**src/rtl/gsim_sweep_sched.sv**
```systemverilog
// Sweep scheduler for the dual-PE Gauss-Seidel datapath: issues row-pair slots,
// collects per-sweep max delta, decides convergence and sequences x read-out.
module gsim_sweep_sched #(
  parameter int unsigned N        = 16,
  parameter int unsigned MAX_ITER = 84,
  parameter int unsigned MIN_ITER = 4,
  parameter int unsigned DW       = 32,
  parameter int unsigned ITW      = 7
) (
  input  logic           clk,
  input  logic           reset,
  input  logic           start,
  input  logic [DW-1:0]  tol,
  output logic           busy,
  output logic           issue_valid,
  input  logic           issue_ready,
  output logic [3:0]     issue_row,
  output logic [ITW-1:0] iter_cnt,
  input  logic           res_valid,
  input  logic [DW-1:0]  res_delta,
  output logic           rd_valid,
  output logic [3:0]     rd_row,
  output logic           done,
  output logic           converged,
  output logic [ITW-1:0] iter_used,
  output logic           err
);

  localparam logic [2:0] StIdle  = 3'd0;
  localparam logic [2:0] StIssue = 3'd1;
  localparam logic [2:0] StDrain = 3'd2;
  localparam logic [2:0] StCheck = 3'd3;
  localparam logic [2:0] StOut   = 3'd4;

  localparam int unsigned Half    = N / 2;
  localparam int unsigned HalfM1  = N / 2 - 1;
  localparam int unsigned LastRow = N - 1;

  localparam logic [3:0]     SlotLast = HalfM1[3:0];
  localparam logic [3:0]     SlotCnt  = Half[3:0];
  localparam logic [3:0]     RowLast  = LastRow[3:0];
  localparam logic [ITW-1:0] IterMax  = MAX_ITER[ITW-1:0];
  localparam logic [ITW-1:0] IterMin  = MIN_ITER[ITW-1:0];

  logic [2:0]     state_q, state_d;
  logic [DW-1:0]  tol_q, tol_d;
  logic [ITW-1:0] iter_q, iter_d;
  logic [3:0]     row_q, row_d;
  logic [3:0]     res_cnt_q, res_cnt_d;
  logic [DW-1:0]  max_q, max_d;
  logic           err_q, err_d;
  logic           conv_q, conv_d;
  logic [ITW-1:0] used_q, used_d;
  logic [3:0]     rd_row_q, rd_row_d;
  logic           done_q, done_d;

  logic           res_ok;
  logic           res_bad;
  logic [ITW-1:0] k;

  assign k = iter_q + 1'b1;

  // A result is only usable while a sweep is open and still owes results.
  always_comb begin
    res_ok  = 1'b0;
    res_bad = 1'b0;
    if (res_valid) begin
      if ((state_q == StIssue || state_q == StDrain) && res_cnt_q != SlotCnt) begin
        res_ok = 1'b1;
      end else begin
        res_bad = 1'b1;
      end
    end
  end

  always_comb begin
    state_d   = state_q;
    tol_d     = tol_q;
    iter_d    = iter_q;
    row_d     = row_q;
    res_cnt_d = res_cnt_q;
    max_d     = max_q;
    err_d     = err_q;
    conv_d    = conv_q;
    used_d    = used_q;
    rd_row_d  = rd_row_q;
    done_d    = 1'b0;

    if (res_ok) begin
      res_cnt_d = res_cnt_q + 4'd1;
      if (res_delta > max_q) max_d = res_delta;
    end

    case (state_q)
      StIdle: begin
        if (start) begin
          tol_d     = tol;
          iter_d    = '0;
          row_d     = '0;
          res_cnt_d = '0;
          max_d     = '0;
          err_d     = 1'b0;
          conv_d    = 1'b0;
          used_d    = '0;
          state_d   = StIssue;
        end
      end
      StIssue: begin
        if (issue_ready) begin
          // Hold the last slot index in DRAIN so issue_row stays in range.
          if (row_q == SlotLast) state_d = StDrain;
          else                   row_d   = row_q + 4'd1;
        end
      end
      StDrain: begin
        if (res_cnt_d == SlotCnt) state_d = StCheck;
      end
      StCheck: begin
        if (max_q <= tol_q && k >= IterMin) begin
          conv_d   = 1'b1;
          used_d   = k;
          rd_row_d = '0;
          state_d  = StOut;
        end else if (k == IterMax) begin
          conv_d   = 1'b0;
          used_d   = k;
          rd_row_d = '0;
          state_d  = StOut;
        end else begin
          iter_d    = k;
          row_d     = '0;
          res_cnt_d = '0;
          max_d     = '0;
          state_d   = StIssue;
        end
      end
      StOut: begin
        if (rd_row_q == RowLast) begin
          rd_row_d = '0;
          done_d   = 1'b1;
          state_d  = StIdle;
        end else begin
          rd_row_d = rd_row_q + 4'd1;
        end
      end
      default: state_d = StIdle;
    endcase

    if (res_bad) err_d = 1'b1;
  end

  always_ff @(posedge clk or posedge reset) begin
    if (reset) begin
      state_q   <= StIdle;
      tol_q     <= '0;
      iter_q    <= '0;
      row_q     <= '0;
      res_cnt_q <= '0;
      max_q     <= '0;
      err_q     <= 1'b0;
      conv_q    <= 1'b0;
      used_q    <= '0;
      rd_row_q  <= '0;
      done_q    <= 1'b0;
    end else begin
      state_q   <= state_d;
      tol_q     <= tol_d;
      iter_q    <= iter_d;
      row_q     <= row_d;
      res_cnt_q <= res_cnt_d;
      max_q     <= max_d;
      err_q     <= err_d;
      conv_q    <= conv_d;
      used_q    <= used_d;
      rd_row_q  <= rd_row_d;
      done_q    <= done_d;
    end
  end

  assign busy        = (state_q != StIdle);
  assign issue_valid = (state_q == StIssue);
  assign issue_row   = row_q;
  assign iter_cnt    = iter_q;
  assign rd_valid    = (state_q == StOut);
  assign rd_row      = rd_row_q;
  assign done        = done_q;
  assign converged   = conv_q;
  assign iter_used   = used_q;
  assign err         = err_q;

endmodule

```
**config.mk**
```make
export PLATFORM = sky130hd
export DESIGN_NAME = gsim_sweep_sched
export DESIGN_NICKNAME = d
export VERILOG_FILES = /design/src/rtl/gsim_sweep_sched.sv
export SDC_FILE = /design/constraint.sdc
export NUM_CORES = 1
export LEC_CHECK = 0
export BUFFER_PORTS_ARGS = -buffer_cell sky130_fd_sc_hd__buf_2
export CAP_MARGIN = 20
export CORE_MARGIN = 2
export CORE_UTILIZATION = 45
export DETAILED_ROUTE_END_ITERATION = 16
export PLACE_DENSITY = 0.62
export RECOVER_POWER = 100
export SETUP_SLACK_MARGIN = 0.02
export SYNTH_ARGS = -nofsm -noshare
export SYNTH_HDL_FRONTEND = slang
export SYNTH_SLANG_ARGS = --single-unit
```
**constraint.sdc**
```tcl
create_clock -name clk -period 4.6 [get_ports clk]
set_clock_uncertainty 0.2 [all_clocks]
set_input_delay 0.92 -clock clk [delete_from_list [all_inputs] [get_ports clk]]
set_output_delay 0.92 -clock clk [all_outputs]
set_load 0.05 [all_outputs]
```
Word level (Yosys, flattened, before mapping)
Index checks and enable logic that the tools add are counted.

Flip-flop bits (word level): 96. Input bits: 69. Output and inout port bits: 28. Word-level logic and storage cells: 101.

$add $sub $neg: 4. $lt $le $gt $ge: 3. Equality and inequality tests: 18. Mux-type cells: 48. Reductions and logical operators: 17.

Operators by type and width (number): $mux 32 (5); $pmux 32 s2 (1); $mux 4 (12); $mux 7 (5); $gt 32x32->1 (1); $le 32x32->1 (1); $pmux 7 s2 (2); $mux 3 (7); $pmux 4 s2 (2); $pmux 3 s5 (1); $add 4x1->4 const B (3); $pmux 4 s3 (1); $mux 1 (11); $eq 4x4->1 const B (2); $ne 2x1->1 const B (4); $ne 2x2->1 const B (4); $reduce_bool 2->1 (4); $add 7x1->7 const B (1); $eq 7x7->1 const B (1); $ge 7x3->1 const B (1); $eq 3x2->1 const B (2); $reduce_and 2->1 (3); $reduce_and 6->1 (1); $reduce_bool 3->1 (2); 12 further kinds (13).

Longest topological paths before layout
Depth after elaboration: 9. Depth in mapped cells: 11. Gate-level depth less buffers: 9.

Least setup slack after synthesis
Ideal clock, no wire load.

Path kind: input to register. Start: input port res_delta[29]. End: register max_q[0]. Setup time: 0.127 ns. Data arrival time: 2.778 ns. Data required time: 4.273 ns. Path slack: 1.495 ns. Stages: 9. Buffers on the path: 2. Cells stage by stage: ha_1 a21oi_1 nor2_1 a211oi_1 or3b_2 clkbuf_1 buf_2 o211ai_1 a21oi_1.

Word-level cells in the longest chain between the ends: 6. Elaborated cells on any way between the ends: 7. Those cells by class: 1 x order compare; 6 x mux.

Ends and longest elaborated chain: start, declared (RTL line 20) `input logic [DW-1:0] res_delta,`; $gt 32x32->1 (*) (RTL line 91) `if (res_delta > max_q) max_d = res_delta;`; $mux 32 (*) (RTL line 91); $mux 32 (*) (RTL line 89) `if (res_ok) begin`; $mux 32 (RTL line 124) `end else if (k == IterMax) begin`; $mux 32 (RTL line 119) `if (max_q <= tol_q && k >= IterMin) begin`; $pmux 32 s2 (*) (RTL line 94) `case (state_q)`; via max_d[0] (RTL line 50) `logic [DW-1:0] max_q, max_d;`; end signal, assigned (RTL line 171) `max_q <= max_d;`; end, declared (RTL line 50).

The timed path passes the listed nets; every way through them passes the cells marked *. A chain may end at the register's enable or synchronous reset.

Worst setup path after layout
Start: register max_q[14]. End: register used_q[0], in the netlist iter_used[0].

Word-level cells in the longest chain between the ends: 4. Elaborated cells on any way between the ends: 6. Those cells by class: 1 x order compare; 1 x eq/ne; 2 x mux; 2 x reduce/logical.

Ends and longest elaborated chain: $le 32x32->1 (*) (RTL line 119); $logic_and 1x1->1 (*) (RTL line 119); $ne 3x3->1 (no source line) / $mux 7 (equally long branches); $reduce_and 3->1 (no source line) / $pmux 7 s2 (equally long branches); end signal, assigned (RTL line 174) `used_q <= used_d;`; end, declared (RTL line 53) `logic [ITW-1:0] used_q, used_d;`.

Every way passes the cells marked *; elsewhere a longest branch is shown, timed or not.

==> metrics.txt <==
outcome finished, violations left; violated checks max-capacitance violations, max-slew violations; PD cells 584.2 nW/µm²; count of hold-fix buffers inserted at cts 0; Hold WC Path Type register to register; max-slew violation count 66; startpoint types register; grt total ovfl 0; nets@finish 937; DRT met1 WL 7877 µm; post-synth top area share 36.52%; io pins 97; Setup Fix Bufs, Post-CTS 0; ranking of synthesized cells by area dfrtp_1, ha_1, o32a_1; Reg2Reg Depth 8; Setup-failing EPs final 0; count leader, synth dfrtp_1; initial antenna violation count 0; GPL Wtd Cong 0.8377; P&R area growth vs syn 12.40%; Fin. Hold Viols 0; fin cells 987; DR pass1 iterations 6; Seq. cell area 2402 µm²; metal3 WL 845 µm; via count 5687; clock-pin slew on the worst setup and hold paths 0.07 ns; P_leak 3.285 nW; routed wl met2 7753 µm; core area 14420 µm²; pin count of the biggest net entering global routing 51; Multi-input gate area 3640 µm²; Clock Latency Late Sink 0.36 ns; CP required 4.64 ns; Cell variety after synth 60; Syn Std Cell Area 6578 µm²; crit path capture type register; #FFs+latches synth 96; post-DP HPWL 11940 µm; post-route ant nets 0; Arrival @ worst endpoint 3.85 ns; H-tree depth 3; Port Buffers 96; critical path class register to register; # placed instances 971; Via density 5.762; Top FF cell, synth dfrtp_1; CTS Buf Count 9; CP max FO 16; synth warn 0; Resized Gates After CTS 0; die span in y 124.9 µm; DRC errors left 0; DIE AREA 15600 µm²; Synth async-reset ratio 100.0%; die width 124.9 µm; first-pass GRT wire length 28590 µm; # rows 44; synthesized area per cell 9.035 µm²; Post-synth EDFFs 0; Tot GR Track Use 22.40%; VDD IR max 0.2893 mV; Root Driver clkbuf_16; vias in the first global route 5715; CTS tree built; max_cap viols 2; Seq/Total Area, Yosys 36.52%; Critical Path Max Stage Delay 0.82 ns; Synth Instances 728; fillers 1406; Worst-Margin Slew 1.864 ns; fmax 0.2621 GHz; period utilization 82.95%; Setup TNS 0 ns; RSZ-0062 raised after global routing false; diode count 0; CP Cell Sequence ha_1, nand4_2, or4_1, a21o_1, a31oi_4, o211ai_1, a21oi_1, mux2_2; Worst path slowest cell a21oi_1; Clock Path Buffers 2; post-DR wirelength/cell 16.99 µm; DR iter-0 viols 366; Initial Util 45.60%; list of most frequent post-synthesis cells dfrtp_1, inv_1, ha_1; Post-Route WL 16770 µm; min Tclk post-route 3.816 ns; Top Metal Used met4; area leader, netlist dfrtp_1; Hold Crit Depth 1; share of layout cells above drive strength 1 13.82%; Slew HR -24.24%; Sink Count 96; post-synthesis net count 867
[per-stage QoR]
stage | cell area, µm² | util [%] | hold WS, ns | power, W | worst slack [ns]
after floorplan | 6578 | - | 0.2875 | 0.003081 | 0.9746
after global routing | 7393 | 51.26 | 0.3341 | 0.004732 | 0.5274
after global placement | 7178 | 49.77 | 0.2853 | 0.003494 | 0.8781
after detailed placement | 7178 | 49.77 | 0.2904 | 0.003608 | 0.7900
after CTS | 7477 | 51.84 | 0.3064 | 0.004403 | 1.156
final | 7393 | 51.26 | 0.3082 | 0.004319 | 0.7844
[area by class of cell]
class	instances	share of cell area [%]
inverter	81	4.129
sequential	96	32.49
multi-input combinational	505	49.23
clock inverter	6	0.9477
timing repair buffer	105	6.989
clock buffer	10	3.097
tap	184	3.114
[per-layer routing]
| layer | track usage (%) | vias up |
|---|---|---|
| li1 | - | 2781 |
| met1 | 30.77 | 2725 |
| met2 | 36.52 | 162 |
| met3 | 2.878 | 19 |
| met4 | 8.170 | 0 |
| met5 | 0 | - |
[path summary, 6_finish.rpt]
path | slack (ns) | end | startpoint
max | 0.78 | iter_used[0] | max_q[14]
min | 0.31 | iter_used[6] | iter_used[6]
max reg2reg | 0.78 | iter_used[0] | max_q[14]
min reg2reg | 0.31 | iter_used[6] | iter_used[6]
max in group asynchronous | 1.44 | max_q[25] | reset
min in group asynchronous | 0.56 | iter_used[5] | reset
[sequential cells by signal (all words and copies together), names as in the netlist]
name / cells
max_q: 32
tol_q: 32
iter_cnt: 7
iter_used: 7
issue_row: 4
rd_row: 4
res_cnt_q: 4
state_q: 3
converged: 1
done: 1
err: 1
[power breakdown]
part	internal (W)	leakage [nW]	switching [W]
combinational	0.000815	1.90	0.00137
clock	0.000424	0.135	0.000354
sequential	0.00114	1.25	0.000211
total	0.00238	3.29	0.00194
[critical path, delay by kind of cell, from the launching register on]
| family | cells | cell delay, ns |
|---|---|---|
| AO/OA/AOI/OAI | 4 | 1.58 |
| adder cells (fa/ha/maj) | 1 | 0.36 |
| flip-flops | 1 | 0.42 |
| multiplexers | 1 | 0.41 |
| AND/OR/NAND/NOR | 2 | 0.72 |
[layout by cell type (no fill, tap or decap), types with 9 or more instances in the layout]
cell type / instances
dfrtp_1: 96
inv_1: 80
ha_1: 70
buf_2: 68
nand2_1: 67
a21oi_1: 59
o21ai_0: 53
o211ai_1: 38
nand3b_1: 33
o32a_1: 32
clkbuf_1: 30
nor2_1: 27
nand3_1: 17
xnor2_1: 9
nand4_1: 9
clkbuf_16: 9
[logic make-up after synthesis]
logic type / synth area share, %
xor gates and xnor gates: 1.332
adders and majority gates: 13.32
DFF: 36.52
muxes: 1.826
and+or+nand+nor: 15.50
buffers and inverters: 7.989
AOI/OAI and AO/OA: 23.51
Note: power is estimated with default switching activity, not from simulation.
